<file path="config.mk">
export PLATFORM = sky130hd
export DESIGN_NAME = opb_sw_reg_bank
export DESIGN_NICKNAME = d
export VERILOG_FILES = /design/src/rtl/opb_sw_reg_pkg.sv /design/src/rtl/opb_slave_ack.sv /design/src/rtl/opb_sw_reg_bank.sv
export SDC_FILE = /design/constraint.sdc
export NUM_CORES = 1
export LEC_CHECK = 0
export ABC_AREA = 1
export CORE_MARGIN = 2
export CORE_UTILIZATION = 47
export CTS_CLUSTER_SIZE = 12
export DETAILED_ROUTE_END_ITERATION = 8
export PLACE_DENSITY = 0.77
export SLEW_MARGIN = 20
export SYNTH_ARGS = -nofsm -noshare
export SYNTH_HDL_FRONTEND = slang
export SYNTH_SLANG_ARGS = --single-unit
</file>
<file path="constraint.sdc">
create_clock -name OPB_Clk -period 1.9 [get_ports OPB_Clk]
set_input_delay 0.19 -clock OPB_Clk [delete_from_list [all_inputs] [get_ports OPB_Clk]]
set_output_delay 0.19 -clock OPB_Clk [all_outputs]
set_load 0.03 [all_outputs]
</file>
<file path="src/rtl/opb_sw_reg_pkg.sv">
// Shared constants, decode record and OPB bit-order helpers for the
// software register bank.
package opb_sw_reg_pkg;

  localparam int WORD_W     = 32;
  localparam int BYTE_W     = 8;
  localparam int WORD_BYTES = WORD_W / BYTE_W;
  localparam int CNT_W      = 16;

  localparam int CTRL_COMMIT  = 0;
  localparam int CTRL_AUTO    = 1;
  localparam int CTRL_CNT_LSB = 16;

  typedef struct packed {
    logic shadow;
    logic ctrl;
    logic stat0;
    logic stat;
    logic err;
  } dec_t;

  // OPB numbers bit 0 as the MSB; fabric side uses [31:0].
  function automatic logic [WORD_W-1:0] opb_to_le(input logic [0:WORD_W-1] d);
    logic [WORD_W-1:0] r;
    for (int i = 0; i < WORD_W; i++) r[WORD_W-1-i] = d[i];
    return r;
  endfunction

  function automatic logic [WORD_BYTES-1:0] opb_be_to_le(input logic [0:WORD_BYTES-1] be);
    logic [WORD_BYTES-1:0] r;
    for (int i = 0; i < WORD_BYTES; i++) r[WORD_BYTES-1-i] = be[i];
    return r;
  endfunction

  function automatic logic [WORD_W-1:0] be_mask(input logic [WORD_BYTES-1:0] be);
    logic [WORD_W-1:0] m;
    for (int i = 0; i < WORD_BYTES; i++) m[i*BYTE_W +: BYTE_W] = {BYTE_W{be[i]}};
    return m;
  endfunction

endpackage

</file>
<file path="src/rtl/opb_slave_ack.sv">
// OPB slave handshake: one registered ack per select assertion, one cycle
// after select is first seen; re-armed only once select drops.
module opb_slave_ack (
  input  logic i_clk,
  input  logic i_rst,
  input  logic i_select,
  input  logic i_hit,
  input  logic i_err,
  output logic o_start,
  output logic o_xfer_ack,
  output logic o_err_ack
);

  logic r_done;
  logic r_xfer;
  logic r_err;

  assign o_start    = i_select & i_hit & ~r_done;
  assign o_xfer_ack = r_xfer;
  assign o_err_ack  = r_err;

  always_ff @(posedge i_clk) begin
    if (i_rst) begin
      r_done <= 1'b0;
      r_xfer <= 1'b0;
      r_err  <= 1'b0;
    end else begin
      r_xfer <= o_start & ~i_err;
      r_err  <= o_start & i_err;
      r_done <= i_select & (r_done | o_start);
    end
  end

endmodule

</file>
<file path="src/rtl/opb_sw_reg_bank.sv">
// Multi-word OPB software register bank: shadowed control words with atomic
// commit, CTRL register, and coherent status snapshot.
module opb_sw_reg_bank
  import opb_sw_reg_pkg::*;
#(
  parameter logic [31:0] C_BASEADDR   = 32'h0000_0000,
  parameter logic [31:0] C_HIGHADDR   = 32'h0000_00FF,
  parameter int          C_OPB_AWIDTH = 32,
  parameter int          C_OPB_DWIDTH = 32,
  parameter              C_FAMILY     = "virtex6",
  parameter int          NUM_REGS     = 4,
  parameter int          NUM_STAT     = 2,
  parameter logic [31:0] RESET_VAL    = 32'h0
) (
  input  logic                         OPB_Clk,
  input  logic                         OPB_Rst,
  input  logic [0:C_OPB_AWIDTH-1]      OPB_ABus,
  input  logic [0:C_OPB_DWIDTH/8-1]    OPB_BE,
  input  logic [0:C_OPB_DWIDTH-1]      OPB_DBus,
  input  logic                         OPB_RNW,
  input  logic                         OPB_select,
  input  logic                         OPB_seqAddr,
  output logic [0:C_OPB_DWIDTH-1]      Sl_DBus,
  output logic                         Sl_errAck,
  output logic                         Sl_retry,
  output logic                         Sl_toutSup,
  output logic                         Sl_xferAck,
  output logic [NUM_REGS*WORD_W-1:0]   user_data_out,
  output logic                         user_commit,
  input  logic [NUM_STAT*WORD_W-1:0]   user_data_in
);

  localparam logic [29:0] K_CTRL = 30'(NUM_REGS);
  localparam logic [29:0] K_LAST = 30'(NUM_REGS + NUM_STAT);

  logic [NUM_REGS-1:0][WORD_W-1:0] r_shadow;
  logic [NUM_REGS-1:0][WORD_W-1:0] r_active;
  logic [NUM_STAT-1:0][WORD_W-1:0] r_snap;
  logic [NUM_STAT-1:0][WORD_W-1:0] w_stat;
  logic                            r_auto;
  logic [CNT_W-1:0]                r_cnt;
  logic                            r_commit_req;
  logic                            r_commit;
  logic [WORD_W-1:0]               r_rdata;

  logic [WORD_W-1:0]     w_addr;
  logic [WORD_W-1:0]     w_off;
  logic [WORD_W-1:0]     w_wdata;
  logic [WORD_W-1:0]     w_mask;
  logic [WORD_W-1:0]     w_rdata;
  logic [WORD_W-1:0]     w_ctrl;
  logic [29:0]           w_k;
  logic [WORD_BYTES-1:0] w_be;
  logic                  w_hit;
  logic                  w_start;
  logic                  w_wr;
  logic                  w_rd;
  logic                  w_xfer_ack;
  logic                  w_err_ack;
  logic                  w_unused;
  dec_t                  w_dec;

  assign w_addr  = opb_to_le(OPB_ABus);
  assign w_wdata = opb_to_le(OPB_DBus);
  assign w_be    = opb_be_to_le(OPB_BE);
  assign w_mask  = be_mask(w_be);
  assign w_off   = w_addr - C_BASEADDR;
  assign w_k     = w_off[31:2];
  assign w_hit   = OPB_select && (w_addr >= C_BASEADDR) && (w_addr <= C_HIGHADDR);
  assign w_stat  = user_data_in;

  always_comb begin
    w_dec        = '0;
    w_dec.shadow = w_k < K_CTRL;
    w_dec.ctrl   = w_k == K_CTRL;
    w_dec.stat0  = w_k == K_CTRL + 30'd1;
    w_dec.stat   = (w_k > K_CTRL) && (w_k <= K_LAST);
    w_dec.err    = !(w_dec.shadow || w_dec.ctrl || w_dec.stat) || (w_dec.stat && !OPB_RNW);
  end

  opb_slave_ack u_ack (
    .i_clk      (OPB_Clk),
    .i_rst      (OPB_Rst),
    .i_select   (OPB_select),
    .i_hit      (w_hit),
    .i_err      (w_dec.err),
    .o_start    (w_start),
    .o_xfer_ack (w_xfer_ack),
    .o_err_ack  (w_err_ack)
  );

  assign w_wr = w_start & ~OPB_RNW & ~w_dec.err;
  assign w_rd = w_start &  OPB_RNW & ~w_dec.err;

  always_comb begin
    w_ctrl = '0;
    w_ctrl[CTRL_CNT_LSB +: CNT_W] = r_cnt;
    w_ctrl[CTRL_AUTO]             = r_auto;
  end

  always_comb begin
    w_rdata = '0;
    for (int i = 0; i < NUM_REGS; i++)
      if (w_k == 30'(i)) w_rdata = r_shadow[i];
    if (w_dec.ctrl)  w_rdata = w_ctrl;
    if (w_dec.stat0) w_rdata = w_stat[0];
    for (int i = 1; i < NUM_STAT; i++)
      if (w_k == K_CTRL + 30'(i + 1)) w_rdata = r_snap[i];
  end

  // Commit is requested at the write's ack edge and applied one edge later,
  // so user_commit and the new user_data_out appear in the same cycle.
  always_ff @(posedge OPB_Clk) begin
    if (OPB_Rst) begin
      r_shadow     <= {NUM_REGS{RESET_VAL}};
      r_active     <= {NUM_REGS{RESET_VAL}};
      r_snap       <= '0;
      r_auto       <= 1'b0;
      r_cnt        <= '0;
      r_commit_req <= 1'b0;
      r_commit     <= 1'b0;
      r_rdata      <= '0;
    end else begin
      r_commit_req <= 1'b0;
      r_commit     <= r_commit_req;
      r_rdata      <= '0;
      if (r_commit_req) begin
        r_active <= r_shadow;
        r_cnt    <= r_cnt + 1'b1;
      end
      if (w_wr && w_dec.shadow && (w_be != '0)) begin
        for (int i = 0; i < NUM_REGS; i++)
          if (w_k == 30'(i)) r_shadow[i] <= (r_shadow[i] & ~w_mask) | (w_wdata & w_mask);
        r_commit_req <= r_auto;
      end
      if (w_wr && w_dec.ctrl && w_be[0]) begin
        r_auto       <= w_wdata[CTRL_AUTO];
        r_commit_req <= w_wdata[CTRL_COMMIT];
      end
      if (w_rd) begin
        r_rdata <= w_rdata;
        if (w_dec.stat0) r_snap <= w_stat;
      end
    end
  end

  // Leftmost-to-leftmost assignment puts fabric bit 31 on Sl_DBus[0].
  assign Sl_DBus       = r_rdata;
  assign Sl_xferAck    = w_xfer_ack;
  assign Sl_errAck     = w_err_ack;
  assign Sl_retry      = 1'b0;
  assign Sl_toutSup    = 1'b0;
  assign user_data_out = r_active;
  assign user_commit   = r_commit;

  assign w_unused = ^{OPB_seqAddr, w_off[1:0], r_snap[0], C_FAMILY[0],
                      C_OPB_AWIDTH[0], C_OPB_DWIDTH[0]};

endmodule

</file>
==> results of run 1 <==
## synth_stat cells, drive strengths merged, types with 13 or more instances
cell    instances  area, um2
a21oi         220       1100
buf            56        402
clkbuf        109        409
dfxtp         342       6850
inv           154        578
nand2         320       1230
nand3          56        293
nand4         144        920
nor2          481       1890
nor3           13        126
o21ai         254       1270
## report_power, final
part           switching, uW  internal, uW  total (uW)
clock                   2970          4190        7160
sequential        0.00000256          7170        7170
combinational            436           355         791
## layout make-up
| type | count | area (um2) | share of cell area |
|---|---|---|---|
| clock buffers | 59 | 1160 | 0.0542 |
| well taps | 442 | 553 | 0.0258 |
| inverters | 155 | 593 | 0.0277 |
| clock inverters | 6 | 33.8 | 0.00158 |
| multi-input cells | 1527 | 7300 | 0.341 |
| repair buffers | 488 | 4940 | 0.231 |
| flip-flops and latches | 342 | 6850 | 0.320 |
## repair_timing
item                                   CTS  global route
setup buffers                           22            10
cloned                                   5             9
pin swaps                               43            38
endpoints found under the hold margin    0             0
resized for setup                       64           100
setup endpoints to repair              189           188
## logic make-up (layout without fill, tap and decap cells)
group	count (synthesis)	after routing
adders and majority gates	1	1
xor gates and xnor gates	1	1
other	1	2
buffers and inverters	320	708
AOI/OAI and AO/OA	488	488
and+or+nand+nor	1035	1035
DFF	342	342
## routing by layer
metal | vias to the layer above | routed length (um) | part of all wire
met1 | 7510 | 23800 | 0.43
met5 | - | 27 | 0.00049
met2 | 927 | 23800 | 0.43
met3 | 166 | 5190 | 0.094
met4 | 4 | 2460 | 0.045
li1 | 7930 | - | -
## path summary, 6_finish.rpt
kind	from	end	slack, ns	cells after the start
worst max-delay path	user_data_out[81]$_SDFFE_PP0P_	user_data_out[81]	-0.00008	1
worst min-delay path	user_data_in[41]	r_snap[41]$_SDFFE_PP0P_	0.26	3
worst max register to register	u_ack.r_done$_SDFF_PP0_	flip-flop	0.21	8
worst min register to register	r_cnt[15]$_SDFFE_PP0P_	r_cnt[15]$_SDFFE_PP0P_	0.46	1
## placed cells by master (no fill, tap or decap), types with 21 or more instances in the layout
| cell type | synthesis | layout |
|---|---|---|
| nand2_1 | 313 | 300 |
| buf_6 | 16 | 21 |
| a21oi_1 | 220 | 217 |
| o21ai_1 | 10 | 21 |
| nor2_1 | 467 | 444 |
| nand4_1 | 141 | 141 |
| clkdlybuf4s50_1 | 0 | 262 |
| buf_12 | 0 | 25 |
| buf_4 | 14 | 132 |
| inv_1 | 150 | 143 |
| o21ai_0 | 244 | 232 |
| nor2_2 | 8 | 27 |
| nand3_1 | 55 | 52 |
| dfxtp_1 | 342 | 341 |
| clkbuf_16 | 0 | 48 |
## through the flow
| stage | total power (uW) | hold WS (ns) | area [um2] | worst slack [ns] | setup TNS, ns |
|---|---|---|---|---|---|
| after floorplan | 7640 | 0.325 | 15300 | 0.132 | 0 |
| after global placement | 8090 | 0.442 | 19500 | -0.614 | -110.77 |
| after detailed placement | 8090 | 0.451 | 19500 | -0.726 | -121.52 |
| after CTS | 15200 | 0.251 | 21000 | 0.00202 | 0 |
| after global routing | 15500 | 0.272 | 21400 | -0.0167 | -0.0847 |
| final | 15100 | 0.264 | 21400 | -0.0000807 | -0.0000807 |
## worst reg2reg max path, stage by stage, from the launching register on
cell and delay [ns]:
dfxtp_1 0.37, nor3_4 0.25, nand4_4 0.13, nor2_4 0.22
buf_12 0.19, buf_12 0.18, nand4_1 0.11, nand2_1 0.10
nor2_1 0.04
==> impl_metrics.env, run 1 <==
export IMPL_path_buf_inv=1
export IMPL_synth_ff_type="dfxtp_1"
export IMPL_max_clock_freq_ghz=0.526
export IMPL_final_core_util=0.662
export IMPL_slew_viol_final=0
export IMPL_first_pass_iters=6
export IMPL_clk_latency_ns=0.53
export IMPL_antennaDiodeCount=0
export IMPL_syn2layout_area_growth_pct=39.8
export IMPL_route_detailed_drc=0
export IMPL_synth_xor_xnor_area_share=0.000571
export IMPL_clk_pin_slew_ns=0.06
export IMPL_die_area_um2=34100
export IMPL_crit_chain="clkdlybuf4s50_1"
export IMPL_cts_tree="built"
export IMPL_drt_initial_drc_count=1871
export IMPL_path_max_fanout=2
export IMPL_yosysWarningCount=0
export IMPL_grtUsageTotal=0.308
export IMPL_io_pins=302
export IMPL_async_reset_ff_frac=0
export IMPL_hold_path_class="in -> reg"
export IMPL_fillers=2743
export IMPL_cts_buffer_depth=3
export IMPL_critical_path_slowest_cell="clkdlybuf4s50_1"
export IMPL_grt_overflow_total=0
export IMPL_critPathCaptureType="primary output"
export IMPL_syn_inst=2188
export IMPL_ctsHoldBuffers=0
export IMPL_grt_busiest_layer="met2"
export IMPL_fp_dieH_um=185
export IMPL_critPathKind="reg -> out"
export IMPL_numPortBuffers=296
export IMPL_cts_inserted_buffers=38
export IMPL_use_met3=0.0533
export IMPL_vias=16500
export IMPL_ys_seq_area_frac=0.446
export IMPL_ir_drop_mv=0.492
export IMPL_crit_path_max_incr_delay_ns=0.79
export IMPL_drt_antenna_violating_nets=0
export IMPL_fin_crit_ns=1.90
export IMPL_synthSimpleGateAreaFrac=0.299
export IMPL_synth_cell_type_count=37
export IMPL_placed_cells=2912
export IMPL_cts_root_buf="clkbuf_16"
export IMPL_hold_viol=0
export IMPL_syn_avg_cell_area_um2=7.01
export IMPL_outcome="finished with violations"
export IMPL_p_leak_uw=0.00901
export IMPL_grtUsageMet1=0.430
export IMPL_avgRoutedWirePerCell_um=18.3
export IMPL_post_route_cells_drive_above_1_share=0.140
export IMPL_core_area_um2=32400
export IMPL_slew_headroom=0.411
export IMPL_nNetsFinal=2690
export IMPL_period_share=1.00
export IMPL_antenna_found_initial=2
export IMPL_gr_usage_met2=0.467
export IMPL_synthAdderAreaFrac=0.000816
export IMPL_syn_area_um2=15300
export IMPL_drv_cap=0
export IMPL_crit_required_ns=1.71
export IMPL_die_w_um=185
export IMPL_tightest_slew_ns=0.883
export IMPL_path_delay_family="buffers and inverters"
export IMPL_p_per_area_nw_per_um2=706
export IMPL_worst_slack_ns=-0.0000807
export IMPL_synth_area_mux_share=0
export IMPL_htreeDepth=2
export IMPL_place_congestion=0.933
export IMPL_failed_checks="setup timing"
export IMPL_ys_seq_elements=342
export IMPL_clock_sinks=342
export IMPL_grt_pass1_vias=15300
export IMPL_synth_edf_count=0
export IMPL_setup_viol=1
export IMPL_synth_compound_area_frac=0.162
export IMPL_rows=66
export IMPL_synth_top_family_by_area="simple AND/OR/NAND/NOR gates"
export IMPL_grt_first_pass_wirelength_mm=82.9
export IMPL_dp_hpwl_mm=36.4
export IMPL_start_util=0.474
export IMPL_grt_max_degree=101
export IMPL_final_cells=3019
export IMPL_wl_mm=55.3
export IMPL_crit_arrival_ns=1.71
export IMPL_via_per_inst=5.48
export IMPL_cp_start_kind="flip-flop"
export IMPL_fin_skew_ns=0.0160
export IMPL_rsz0062_at_grt="yes"
Power figures use the tool's default switching activity.
==> inputs of run 2 (changes only) <==
--- a/config.mk
+++ b/config.mk
@@ -7,10 +7,11 @@
 export LEC_CHECK = 0
 export ABC_AREA = 1
 export CORE_MARGIN = 2
-export CORE_UTILIZATION = 47
+export CORE_UTILIZATION = 49
+export CTS_BUF_LIST = sky130_fd_sc_hd__clkbuf_4
 export CTS_CLUSTER_SIZE = 12
 export DETAILED_ROUTE_END_ITERATION = 8
-export PLACE_DENSITY = 0.77
+export PLACE_DENSITY = 0.79
 export SLEW_MARGIN = 20
 export SYNTH_ARGS = -nofsm -noshare
 export SYNTH_HDL_FRONTEND = slang
==> impl_metrics.env, run 2 (same netlist as run 1, synthesis figures left out) <==
export IMPL_outcome="finished with violations"
export IMPL_failed_checks="setup timing"
export IMPL_core_area_um2=30700
export IMPL_setup_viol=3
export IMPL_wl_mm=54.0
export IMPL_fin_skew_ns=0.0485
export IMPL_path_max_fanout=9
export IMPL_die_w_um=181
export IMPL_drt_initial_drc_count=1969
export IMPL_max_clock_freq_ghz=0.520
export IMPL_drv_cap=0
export IMPL_clock_sinks=342
export IMPL_hold_viol=0
export IMPL_critPathCaptureType="flip-flop"
export IMPL_ir_drop_mv=0.465
export IMPL_cts_buffer_depth=3
export IMPL_tightest_slew_ns=0.671
export IMPL_p_leak_uw=0.00994
export IMPL_final_core_util=0.679
export IMPL_hold_path_class="in -> reg"
export IMPL_cts_root_buf="clkbuf_4"
export IMPL_cp_start_kind="input port"
export IMPL_vias=16800
export IMPL_period_share=1.01
export IMPL_cts_tree="built"
export IMPL_grt_first_pass_wirelength_mm=83.1
export IMPL_slew_headroom=0.552
export IMPL_route_detailed_drc=0
export IMPL_dpl_worst_slack_ns=-0.707
export IMPL_crit_arrival_ns=2.53
export IMPL_drt_antenna_violating_nets=0
export IMPL_start_util=0.500
export IMPL_clk_latency_ns=0.74
export IMPL_first_pass_iters=6
export IMPL_mostFrequentLayoutCells="452 x nor2_1, 341 x dfxtp_1, 306 x nand2_1, 239 x o21ai_0, 220 x a21oi_1"
export IMPL_slew_viol_final=0
export IMPL_syn2layout_area_growth_pct=35.9
export IMPL_htreeDepth=3
export IMPL_io_pins=302
export IMPL_rows=64
export IMPL_worst_slack_ns=-0.0247
export IMPL_rsz0062_at_grt="yes"
export IMPL_grtUsageTotal=0.314
export IMPL_avgRoutedWirePerCell_um=17.7
export IMPL_antenna_found_initial=1
export IMPL_place_congestion=0.931
export IMPL_crit_required_ns=2.50
export IMPL_post_route_cells_drive_above_1_share=0.145
export IMPL_critPathKind="in -> reg"
export IMPL_grt_pass1_vias=15500
export IMPL_p_total_uw=14200
export IMPL_grt_overflow_total=0
export IMPL_layout_commonest_cell="nor2_1"
export IMPL_p_per_area_nw_per_um2=681
export IMPL_clk_pin_slew_ns=0.07
export IMPL_cts_inserted_buffers=90
export IMPL_nNetsFinal=2726
export IMPL_die_area_um2=32700
export IMPL_via_per_inst=5.50
export IMPL_dp_hpwl_mm=36.6
export IMPL_grt_max_degree=166
export IMPL_reg2reg_slack_ns=0.17
export IMPL_fin_crit_ns=1.92
export IMPL_fp_dieH_um=181
export IMPL_numPortBuffers=296
[run 2: cell types whose count changed in the layout (fill, tap and decap cells not counted), sizes merged, moves of 14 or more]
| cell | before | now |
|---|---|---|
| buf | 186 | 172 |
| clkbuf | 79 | 128 |
| clkdlybuf4s50 | 262 | 116 |
| clkinv | 6 | 36 |
| dlygate4sd2 | 9 | 160 |
| dlymetal6s2s | 2 | 16 |
[run 2: final cells by class]
class,instances,area (um2)
fill,2715,9830
multi-input combinational,1527,7210
sequential,342,6850
timing repair buffer,472,4590
clock buffer,122,916
inverter,155,589
tap,396,495
clock inverter,38,175
antenna,2,5.00
[run 2: path summary, 6_finish.rpt]
path | startpoint | endpoint | depth (start not counted)
setup / recovery | OPB_ABus[18] | flip-flop | 17
hold / removal | user_data_in[32] | r_snap[32]$_SDFFE_PP0P_ | 3
setup reg to reg | u_ack.r_done$_SDFF_PP0_ | flip-flop | 9
hold reg to reg | flip-flop | flip-flop | 2
[run 2: metal layers]
layer,GRT usage,up-vias,wire length (um)
met2,0.469,900,23300
met5,0,-,0
met3,0.0689,126,5510
met4,0.122,0,1880
met1,0.440,7688,23300
li1,-,8072,-
[run 2: power breakdown]
part	switching [uW]	leakage, uW	internal [uW]
clock	3200	0.000648	3020
combinational	432	0.00654	371
sequential	0.00000279	0.00275	7160
[run 2: per-stage QoR]
step	cells	TNS, ns	hold WS, ns	area [um2]
after global routing	3053	-3.72	0.0366	20800
after floorplan	2189	0	0.325	15300
final	3054	-0.0521	0.0576	20800
after detailed placement	2869	-123.04	0.459	19500
after global placement	2869	-123.11	0.451	19500
after CTS	3031	0	0.00129	20400
[run 2: critical path, cell delays in order]
cell and delay [ns]:
clkdlybuf4s50_1 0.45, nor2_2 0.19, nand2_4 0.11, nor2_8 0.16
buf_6 0.12, nand2_4 0.06, nor2_8 0.11, nor2_2 0.06
nand2_1 0.08, nand4_2 0.12, nor2_4 0.26, buf_6 0.16
clkbuf_16 0.14, buf_4 0.11, nand4_1 0.07, nand2_1 0.10
nor2_1 0.04
[run 2: timing repair]
item                                   4_1_cts  5_1_grt
pin swaps                                    0       19
setup endpoints to repair                  160      191
setup buffers                                0       13
cloned                                       0        8
endpoints found under the hold margin        2        0
hold buffers                                 2        0
gates resized for setup                    160       68
==> inputs of run 3 (changes only) <==
--- a/config.mk
+++ b/config.mk
@@ -11,6 +11,7 @@
 export CTS_BUF_LIST = sky130_fd_sc_hd__clkbuf_4
 export CTS_CLUSTER_SIZE = 12
 export DETAILED_ROUTE_END_ITERATION = 8
+export GPL_TIMING_DRIVEN = 1
 export PLACE_DENSITY = 0.79
 export SLEW_MARGIN = 20
 export SYNTH_ARGS = -nofsm -noshare
==> results of run 3 <==
No change in the layout: final DEF, timing and power equal those of run 2.
